===== src/rtl/mult_pkg.sv =====
// mult_pkg: shared types and helpers for the sequential radix-4 Booth multiplier
// Contents: FSM state enum, Booth operation encoding, iteration-count helpers.
package mult_pkg;
  localparam int DEF_W = 32;
  localparam int ITER = DEF_W / 2;
  typedef enum logic [1:0] {IDLE, RUN, DONE} state_e;
  typedef enum logic [2:0] {ZERO, ADD1, ADD2, SUB1, SUB2} booth_op_e;
  function automatic int iter_of(input int w);
    return w / 2;
  endfunction
  // Radix-4 Booth recoding of {mplier[1:0], q_m1}
  function automatic booth_op_e booth_recode(input logic [2:0] t);
    case (t)
      3'b001, 3'b010: return ADD1;
      3'b011:         return ADD2;
      3'b100:         return SUB2;
      3'b101, 3'b110: return SUB1;
      default:        return ZERO;
    endcase
  endfunction
endpackage


===== src/rtl/cla_adder.sv =====
// cla_adder: parallel-prefix carry-lookahead adder with carry-in
// Ports: a, b (WIDTH) addends; cin carry-in; sum (WIDTH) result, carry-out dropped.
module cla_adder #(
  parameter int WIDTH = 34
) (
  input  logic [WIDTH-1:0] a,
  input  logic [WIDTH-1:0] b,
  input  logic             cin,
  output logic [WIDTH-1:0] sum
);
  localparam int LV = $clog2(WIDTH);
  logic [WIDTH-1:0] gs, ps, gn, pn, c;
  // Per-bit AND-generate / OR-propagate combined in log2(WIDTH) prefix levels;
  // afterwards gs[i]/ps[i] are the group terms spanning bits 0..i.
  always_comb begin
    gs = a & b;
    ps = a | b;
    gn = '0;
    pn = '0;
    for (int k = 0; k < LV; k++) begin
      gn = gs | (ps & (gs << (1 << k)));
      pn = ps & ((ps << (1 << k)) | ~({WIDTH{1'b1}} << (1 << k)));
      gs = gn;
      ps = pn;
    end
    c = {gs[WIDTH-2:0] | (ps[WIDTH-2:0] & {(WIDTH-1){cin}}), cin};
    sum = a ^ b ^ c;
  end
endmodule


===== src/rtl/booth_mult_seq.sv =====
// booth_mult_seq: sequential radix-4 Booth signed multiplier, DATA_W/2 iterations
// Ports: clock, reset_n (async active-low); ctrl_MULT start pulse sampling
//   data_operandA/B; data_result low DATA_W product bits; data_exception signed
//   overflow; data_resultRDY one-cycle done pulse; busy while iterating.
// Build option: define MULT_OVF_EN to compile in overflow detection, otherwise
//   data_exception is tied low.
module booth_mult_seq
  import mult_pkg::*;
#(
  parameter int DATA_W = 32
) (
  input  logic              clock,
  input  logic              reset_n,
  input  logic              ctrl_MULT,
  input  logic [DATA_W-1:0] data_operandA,
  input  logic [DATA_W-1:0] data_operandB,
  output logic [DATA_W-1:0] data_result,
  output logic              data_exception,
  output logic              data_resultRDY,
  output logic              busy
);
  localparam int AW = DATA_W + 2;
  localparam int IT = iter_of(DATA_W);
  localparam int CW = IT > 1 ? $clog2(IT) : 1;
  state_e state, nxt;
  booth_op_e op;
  logic [AW-1:0] mcand, acc, term, opb, sum;
  logic [DATA_W-1:0] mplier;
  logic q_m1, neg, last;
  logic [CW-1:0] cnt;
  assign op = booth_recode({mplier[1:0], q_m1});
  assign last = cnt == CW'(IT - 1);
  assign busy = state == RUN;
  always_comb begin
    term = op == ADD2 || op == SUB2 ? {mcand[AW-2:0], 1'b0} : op == ZERO ? '0 : mcand;
    neg = op == SUB1 || op == SUB2;
    opb = neg ? ~term : term;
  end
  cla_adder #(.WIDTH(AW)) u_add (
    .a  (acc),
    .b  (opb),
    .cin(neg),
    .sum(sum)
  );
  always_ff @(posedge clock or negedge reset_n)
    if (!reset_n) state <= IDLE;
    else state <= nxt;
  // A start in any state (re)loads the operands; aborted runs never reach DONE.
  always_comb begin
    nxt = state;
    case (state)
      IDLE:    nxt = ctrl_MULT ? RUN : IDLE;
      RUN:     nxt = ctrl_MULT ? RUN : last ? DONE : RUN;
      DONE:    nxt = ctrl_MULT ? RUN : IDLE;
      default: nxt = IDLE;
    endcase
  end
  always_ff @(posedge clock or negedge reset_n)
    if (!reset_n) begin
      mcand <= '0;
      acc <= '0;
      mplier <= '0;
      q_m1 <= 1'b0;
      cnt <= '0;
    end else if (ctrl_MULT) begin
      mcand <= {{2{data_operandA[DATA_W-1]}}, data_operandA};
      acc <= '0;
      mplier <= data_operandB;
      q_m1 <= 1'b0;
      cnt <= '0;
    end else if (state == RUN) begin
      // Arithmetic shift of {acc, mplier, q_m1} by two after the add
      acc <= {{2{sum[AW-1]}}, sum[AW-1:2]};
      mplier <= {sum[1:0], mplier[DATA_W-1:2]};
      q_m1 <= mplier[1];
      cnt <= cnt + 1'b1;
    end
  // Final product is {acc[DATA_W-1:0], mplier}; the low half is mplier.
  always_ff @(posedge clock or negedge reset_n)
    if (!reset_n) begin
      data_result <= '0;
      data_resultRDY <= 1'b0;
    end else begin
      data_resultRDY <= state == DONE;
      if (state == DONE) data_result <= mplier;
    end
`ifdef MULT_OVF_EN
  logic [DATA_W:0] hi;
  assign hi = {acc[DATA_W-1:0], mplier[DATA_W-1]};
  always_ff @(posedge clock or negedge reset_n)
    if (!reset_n) data_exception <= 1'b0;
    else if (state == DONE) data_exception <= !(&hi || !(|hi));
`else
  assign data_exception = 1'b0;
`endif
endmodule

===== config.mk =====
export PLATFORM = sky130hd
export DESIGN_NAME = booth_mult_seq
export DESIGN_NICKNAME = d
export VERILOG_FILES = /design/src/rtl/mult_pkg.sv /design/src/rtl/cla_adder.sv /design/src/rtl/booth_mult_seq.sv
export SDC_FILE = /design/constraint.sdc
export NUM_CORES = 1
export LEC_CHECK = 0
export ABC_AREA = 1
export CORE_MARGIN = 2
export CORE_UTILIZATION = 50
export CTS_BUF_LIST = sky130_fd_sc_hd__clkbuf_16
export DETAILED_ROUTE_END_ITERATION = 6
export DONT_BUFFER_PORTS = 1
export HOLD_SLACK_MARGIN = 0.08
export SETUP_SLACK_MARGIN = 0.3
export SYNTH_ARGS = -nofsm -noshare
export SYNTH_HDL_FRONTEND = slang
export SYNTH_SLANG_ARGS = --single-unit

===== constraint.sdc =====
create_clock -name clock -period 3.9 [get_ports clock]
set_input_delay 0.585 -clock clock [delete_from_list [all_inputs] [get_ports clock]]
set_output_delay 0.585 -clock clock [all_outputs]
set_load 0.01 [all_outputs]

# [Word-level counts from Yosys, hierarchy flattened]
# Cells that the tools add are included.
[word_totals] mem_bits_rw=0 ff_bits=138 mem_bits_ro=0 latch_bits=0 memories=0 output_inout_bits=35 elab_cells=70
[classes] order_cmp=0 bitwise_logic=25 n_addsub=1 div=0 n_shift=0 n_eq_ne=12 n_reduce_logical=8 n_mul=0 n_mux=16
[op_table] operator="$and 33x33->33" n=14
[op_table] operator="$or 33x33->33" n=8
[op_table] operator="$mux 34" n=5
[op_table] operator="$xor 34x34->34" n=2
[op_table] operator="$mux 32" n=2
[op_table] operator="$not 34->34" n=1
[op_table] operator="$eq 3x2->1 const B" n=4
[op_table] operator="$eq 3x3->1 const B" n=4
[op_table] operator="$pmux 3 s4" n=1
[op_table] operator="$mux 4" n=2
[op_table] operator="$reduce_or 2->1" n=3
[op_table] operator="$add 4x1->4 const B" n=1
[op_table] operator="$eq 4x4->1 const B" n=1
[op_table] operator="$mux 2" n=2
[op_table] operator="$pmux 2 s2" n=1
[op_table] operator="$eq 3x1->1 const B" n=1
[op_table] operator="$logic_not 3->1" n=1
[op_table] operator="$mux 1" n=3
[op_table] operator="$eq 2x1->1 const B" n=1
[op_table] operator="$eq 2x2->1 const B" n=1
[op_table] operator="$logic_not 2->1" n=1
[op_table] operator="$logic_or 1x1->1" n=2
[op_table] operator="$reduce_bool 2->1" n=1

# [Logic depth before layout (Yosys ltp)]
# Gate-level depths: netlist of run 1.
[depth] ltp_word=25 mapped_depth=26 ltp_nobuf=26

# [Modules after synthesis]
# From an unflattened synthesis of run 1, not the netlist that was laid out.
[hier_totals] cells_unflattened=1458 area_unflattened_um2=9719.3
[by_module_without_submodules] module="booth_mult_seq" seq_area_each_um2=3403.3 cells_each=804 area_each_um2=6254.7 instances=1
[by_module_without_submodules] module="cla_adder" seq_area_each_um2=0.0 cells_each=654 area_each_um2=3464.6 instances=1

# [Least setup slack after synthesis of run 1]
# Ideal clock, no wire load.
[synth_path] path_type="register -> register" startpoint="reg mplier[0]" endpoint="reg acc[28]" period_less_slack_ns=2.777 path_slack_ns=1.123 t_arrival_ns=2.659 setup_time_ns=0.117 path_stages_with_launch=25 n_path_buf=1 cell_sequence="dfrtp_1 > nand2_1 > inv_2 > nor2_1 > inv_1 > clkbuf_1 > o22ai_1 > xor2_1 > inv_1 > ha_1 > o21bai_1 > a21oi_2 > o21bai_4 > nand2_2 > nand2_4 > nand2_2 > nand2_2 > nand2_2 > nand2_4 > nand2_4 > nand2_4 > nand2_2 > nand3_1 > nand3_1 > nand2_1"
[synth_via] elab_chain_cells=23 word_cells_on_any_way=45 cone_classes="9 x eq/ne; 6 x mux; 25 x bitwise; 5 x reduce/logical"
[synth_lines] item="from (decl)" line="booth_mult_seq.sv:28" rtl="logic [DATA_W-1:0] mplier;"
[synth_lines] item="from (signal assigned)" line="booth_mult_seq.sv:68" rtl="mplier <= data_operandB;"
[synth_lines] item="from (signal assigned)" line="booth_mult_seq.sv:74" rtl="mplier <= {sum[1:0], mplier[DATA_W-1:2]};"
[synth_lines] item="$eq 3x3->1, or another cell as far along" line="mult_pkg.sv:13" rtl="case (t)"
[synth_lines] item="$reduce_or 2->1" line="mult_pkg.sv:13"
[synth_lines] item="$pmux 3 s4 *" line="mult_pkg.sv:13"
[synth_lines] item="$logic_not 3->1, or another cell as far along" line="booth_mult_seq.sv:35" rtl="term = op == ADD2 || op == SUB2 ? {mcand[AW-2:0], 1'b0} : op == ZERO ? '0 : mcand;"
[synth_lines] item="$mux 34 / $logic_or 1x1->1 (equally long branches)" line="booth_mult_seq.sv:35"
[synth_lines] item="$mux 34" line="booth_mult_seq.sv:35"
[synth_lines] item="$not 34->34" line="booth_mult_seq.sv:37" rtl="opb = neg ? ~term : term;"
[synth_lines] item="$mux 34" line="booth_mult_seq.sv:37"
[synth_lines] item="(+6 left out)"
[synth_lines] item="$or 33x33->33 / $and 33x33->33 (equally long branches)" line="cla_adder.sv:21" rtl="gn = gs | (ps & (gs << (1 << k)));"
[synth_lines] item="$and 33x33->33 / $or 33x33->33 (equally long branches)" line="cla_adder.sv:21"
[synth_lines] item="$or 33x33->33 / $and 33x33->33 (equally long branches)" line="cla_adder.sv:21"
[synth_lines] item="$or 33x33->33 (2 in series)" line="cla_adder.sv:21"
[synth_lines] item="$or 33x33->33" line="cla_adder.sv:26" rtl="c = {gs[WIDTH-2:0] | (ps[WIDTH-2:0] & {(WIDTH-1){cin}}), cin};"
[synth_lines] item="$xor 34x34->34 *" line="cla_adder.sv:27" rtl="sum = a ^ b ^ c;"
[synth_lines] item="$mux 34 *" line="booth_mult_seq.sv:71" rtl="end else if (state == RUN) begin"
[synth_lines] item="$mux 34 *" line="booth_mult_seq.sv:65" rtl="end else if (ctrl_MULT) begin"
[synth_lines] item="to (signal assigned)" line="booth_mult_seq.sv:73" rtl="acc <= {{2{sum[AW-1]}}, sum[AW-1:2]};"
[synth_lines] item="to (decl)" line="booth_mult_seq.sv:27" rtl="logic [AW-1:0] mcand, acc, term, opb, sum;"
# Mark *: on every way between the ends. The rest lies on a longest branch, timed or not. The select of a mux whose other input is x is not followed.
# A chain may end at the register's enable or synchronous reset.

# [Worst setup path in the final report of run 1]
# Same ends and word-level chain as after synthesis.

==> metrics.yaml, run 1 <==
violations: "negative hold slack"
r2r-start: "mplier[0]"
synthArstFlopShare_pct: 100
port_buffers: 0
synth_area_per_cell_sq_um: 7.54
cts_sinks: 136
fp.dieW_microns: 136
grt_usage_pct: 24.9
ys_top_cells_by_area: "dfrtp_1 39%, inv_1 9.9%, ha_1 9.5%"
drtPass1Iterations: 5
drc: 0
finalCritPeriodShare_pct: 82.8
pin_count: 102
final_cell_area_sq_um: 9530
synth_edf_count: 0
maxCapViolCount: 0
synth_top_family_by_area: "compound AO/OA/AOI/OAI gates"
worstPathCellList: "o21ai_0 -> nand2_2 -> buf_4 -> o22ai_1 -> xor2_1 -> inv_1 -> ha_1 -> a21oi_1 -> o21ai_0 -> a21oi_1 -> nor2_1 -> a211oi_1 -> nand3_1 -> nand3_1 -> nand2_1"
start_util_pct: 50.7
cts_buffers: 17
power_leakage_nw: 4.96
fmax_mhz: 310
tns_ns: 0
path_delay_family: "compound AO/OA/AOI/OAI gates"
htreeDepth: 4
relSlewSlack_pct: 26.6
wl_per_cell_microns: 16.2
synth_top_area_share_pct: 39.2
grt_max_degree: 137
grt_pass1_vias: 6984
rsz0062_at_grt: "no"
period_needed_ns: 3.23
yosysUniqueCellTypes: 44
synth_adder_area_share_pct: 9.51
placed_area_sq_um: 8860
max_stage_delay_ns: 0.41
r2r-end: "acc[28]"
netlist_instances: 1152
grt_overflow_total: 0
totalWireLength_mm: 22.3
fin_worst_skew_ns: 0.0148
final_util_pct: 55.7
total_power_mw: 6.58
viasPerCell: 5.16
path_class: "flop to flop"
die_h_microns: 136
insertion_delay_ns: 0.43
synth_area_sq_um: 8680
path_max_fanout: 19
synthXorXnorAreaFrac_pct: 3.33
worstRegToRegCells: 15
synth_compound_area_share_pct: 18.2
cp_num_buf_inv: 2
hold_violations: 136
status: "finished, violations left"
seq_area_frac_synth_pct: 39.2
syn2layout_area_growth_pct: 9.73
postRouteAntennaNets: 0
synthesis.nets: 1285
drive_above_1_share_pct: 6.51
report.final.slew_viol_count: 0
gp_congestion: 0.903
antenna_cells: 0
nNetsFinal: 1272
setup_viol: 0
dieArea_sq_um: 18400
clockBufferDepth: 2
rows: 48
start_kind: "flop"
ys_warn_count: 0
cp_data_required_time_ns: 4.22
irDropWorstVdd_uv: 423
synthFlopType: "dfrtp_1"
vias: 7109
yosysTopAreaCell: "dfrtp_1"
crit_path_top_delay_cell: "dfrtp_1"
dr.first_iter.drc_count: 472
muxShareOfSynthArea_pct: 0
ff2ff_setup_slack_ns: 0.67
antenna_found_initial: 0
core-area_sq_um: 17100
end_kind: "flop"
worstMarginPinSlew_ns: 1.10
synth-seq-cells: 136
worstPathArrival_ns: 3.55
cts-root-buf: "clkbuf_16"
power_density_nw_per_um2: 690
synthSimpleGateAreaFrac_pct: 17.9
cts_tree: "yes"
path_clk_slew_ns: 0.07
grt_pass1_wl_mm: 35.7
whs_ns: -0.151
hp-class: "input pin to async pin"
dp_hpwl_mm: 15.8
state kept, by name (all words and copies together), names as in the netlist:
signal          flops
acc                32
cnt                 4
data_result        32
data_resultRDY      1
mcand              32
mplier             32
q_m1                1
state               2
power by group:
part | internal (mW) | total (mW) | switching (mW)
Sequential | 1.66 | 1.81 | 0.152
Combinational | 1.05 | 2.97 | 1.92
Clock | 1.05 | 1.80 | 0.751
cell type report:
cell class	instances	area, sq um
repair buffers	7	52.6
flip-flops and latches	136	3400
fillers	1645	7590
inverters	232	876
multi-input cells	745	4260
well taps	225	282
clock buffers	17	425
clock inverters	15	230
worst max-delay path by stage:
stage | from | to | slack, ns | cells past startpoint
6_report | mplier[0] | acc[28] | 0.67 | 15
4_1_cts | mplier[0] | acc[14] | 0.55 | 20
5_1_grt | mplier[0] | acc[18] | 0.29 | 22
2_1_floorplan | mplier[0] | acc[28] | 1.12 | 24
3_5_place_dp | mplier[0] | acc[14] | 0.56 | 20
3_3_place_gp | mplier[0] | acc[25] | 0.61 | 16
placed cells by master, fill, tap and decap left out, types with 4 or more instances in the layout:
cell type / count
nand2_1: 205
a21oi_1: 66
nand2_2: 16
a22oi_1: 14
buf_4: 7
nand3_1: 19
o21a_1: 6
o221ai_1: 4
o21ai_0: 105
nand2_4: 5
inv_6: 5
clkinv_8: 4
nor4_1: 4
a31oi_1: 15
dfrtp_1: 136
inv_1: 226
ha_1: 66
o21ai_1: 8
nor2_1: 100
clkbuf_16: 17
o22ai_1: 42
xor2_1: 31
inv_2: 4
nor3_1: 11
metal layers:
layer  vias to the layer above  track usage [%]  part of all wire (%)
met5                         -                0                     0
met4                         0             7.58                   1.7
met3                        24             4.60                   6.2
met2                       183             38.6                    45
met1                      3259             35.7                    47
li1                       3643                -                     -
Yosys cell counts, drive strengths merged, types with 2 or more instances:
master	instances
nor3	11
a31oi	15
a21oi	67
buf	6
xor2	31
nand4	2
ha	66
inv	231
o22ai	42
a21boi	3
a22oi	14
o21bai	4
o21a	6
nand2	226
xnor2	2
o221ai	4
nand3	22
clkbuf	33
o21ai	114
nor2	103
o32ai	2
dfrtp	136
nor4	4
what timing repair did:
item	CTS	global route
endpoints found under the hold margin	136	136
buffers inserted	0	1
endpoints found under the setup margin	0	17
resized for setup	0	5
stage by stage:
stage	std cells	worst slack (ns)	hold WS, ns
finish	1377	0.669	-0.151
global route	1377	0.294	-0.166
CTS	1376	0.550	-0.164
detailed placement	1344	0.559	0.297
global placement	1344	0.613	0.296
floorplan	1152	1.12	0.289
cells by family (layout without fill, tap and decap cells):
kind of cell | Yosys count | after routing
buf+inv | 271 | 271
fa+ha+maj | 66 | 66
flops | 136 | 136
xor+xnor | 33 | 33
other cells | 1 | 1
simple gates | 369 | 369
compound gates | 276 | 276
(Power assumes the default switching activity.)
==> run 2, diff against run 1 <==
- clock period: 3.9 -> 3 ns (I/O delays scaled with it)
==> run 2 against run 1 <==
  * The flow still finishes with violations (negative hold slack)
  * Worst hold slack lost 0.14 ns
  * Count of clock-buffer cells in the layout unchanged
  * Critical path depth increased by 9
  * Final cell count increased by 4.3%
  * Clock power up 35%
  * Register-to-register slack lost 0.62 ns
==> metrics.yaml, run 2 (synthesis results as in run 1) <==
syn2layout_area_growth_pct: 26.6
totalWireLength_mm: 23.8
drc: 0
period_needed_ns: 2.95
whs_ns: -0.293
r2r-end: "acc[20]"
dieArea_sq_um: 18400
hp-class: "input pin to async pin"
cts-root-buf: "clkbuf_16"
drive_above_1_share_pct: 25.1
dr.first_iter.drc_count: 432
fmax_mhz: 339
hold_violations: 136
antenna_found_initial: 0
dp_hpwl_mm: 15.6
layout_common_cells: "217 x inv_1, 183 x nand2_1, 133 x dfrtp_1, 91 x o21ai_0, 75 x nor2_1"
finalWorstSetupSlack_ns: 0.0512
grt_usage_pct: 26.1
placed_area_sq_um: 9090
preCtsSetupSlack_ns: -0.0523
fin_cells: 1436
port_buffers: 0
fp.dieW_microns: 136
setup_viol: 0
grt_max_degree: 137
worstMarginPinSlew_ns: 1.03
status: "finished, violations left"
wl_per_cell_microns: 16.6
drtPass1Iterations: 5
maxCapViolCount: 0
start_kind: "flop"
total_power_mw: 10.3
antenna_cells: 0
cp_data_required_time_ns: 3.33
vias: 7520
cts_buffers: 17
end_kind: "flop"
rows: 48
path_clk_slew_ns: 0.07
htreeDepth: 4
path_class: "flop to flop"
die_h_microns: 136
start_util_pct: 50.7
power_density_nw_per_um2: 936
cp_num_buf_inv: 4
final_common_cell: "inv_1"
worstRegToRegCells: 24
fin_worst_skew_ns: 0.0148
placed_cells: 1371
tns_ns: 0
grt_overflow_total: 0
crit_path_top_delay_cell: "dfrtp_2"
r2r-start: "mplier[0]"
cts_sinks: 136
grt_pass1_wl_mm: 37.2
cts_tree: "yes"
irDropWorstVdd_uv: 525
rsz0062_at_grt: "yes"
clockBufferDepth: 2
postRouteAntennaNets: 0
report.final.slew_viol_count: 0
nNetsFinal: 1331
max_stage_delay_ns: 0.45
insertion_delay_ns: 0.44
violations: "negative hold slack"
final_util_pct: 64.2
viasPerCell: 5.24
path_max_fanout: 5
ff2ff_setup_slack_ns: 0.05
finalCritPeriodShare_pct: 98.3
pin_count: 102
grt_pass1_vias: 7301
path_delay_family: "simple AND/OR/NAND/NOR gates"
final_cell_area_sq_um: 11000
power_leakage_nw: 5.48
worstPathCellList: "nand2_2 -> inv_2 -> nor2_4 -> inv_4 -> buf_6 -> o22ai_4 -> xor2_4 -> inv_1 -> ha_2 -> o21bai_4 -> a21oi_4 -> o21bai_4 -> nand2_2 -> nand2_4 -> nand2_2 -> nand2_2 -> nand2_2 -> nand2_4 -> nand2_4 -> nand2_4 -> nand2_4 -> nand3_1 -> nand3_1 -> nand2_1"
relSlewSlack_pct: 31.1
core-area_sq_um: 17100
gp_congestion: 0.908
worstPathArrival_ns: 3.27
==> run 2: changes by cell type in the layout (fill, tap and decap cells not counted), sizes merged <==
cell / before / now
inv: 237 / 239
buf: 7 / 64
bufinv: 3 / 4
clkbuf: 17 / 18
clkinv: 7 / 5
==> run 2: how the worst max path moves through the flow <==
stage,startpoint,end,slack [ns],cells after the start
global placement,mplier[0],acc[18],-0.01,21
global route,mplier[0],acc[19],-0.1,22
CTS,q_m1,acc[27],0.12,20
finish,mplier[0],acc[20],0.05,24
floorplan,mplier[0],acc[28],0.31,24
detailed placement,mplier[0],acc[18],-0.05,24
==> run 2: layer usage <==
layer  global-route usage [%]  up-vias  wire, microns
met5                        0        -              0
li1                         -     3748              -
met1                     35.4     3595          10800
met3                     5.95       19           1270
met2                     42.3      158          11500
met4                     6.66        0            262
==> run 2: timing repair <==
item,4_1_cts,5_1_grt
setup buffers,16,15
gates resized for setup,82,163
setup endpoints to repair,27,29
gates cloned,1,1
pin swaps,15,71
hold endpoints to repair,136,136
==> run 2: final cells by class <==
| type | instances | area, sq um |
|---|---|---|
| repair buffers | 65 | 564 |
| flip-flops and latches | 136 | 3410 |
| well taps | 225 | 282 |
| repair inverters | 1 | 8.76 |
| inverters | 232 | 890 |
| clock buffers | 17 | 425 |
| multi-input cells | 745 | 5160 |
| fillers | 1442 | 6130 |
| clock inverters | 15 | 251 |
==> run 2: where the power goes <==
group | switching [mW] | internal, mW | total (mW)
Clock | 0.986 | 1.44 | 2.43
Combinational | 3.26 | 2.24 | 5.50
Sequential | 0.204 | 2.15 | 2.36
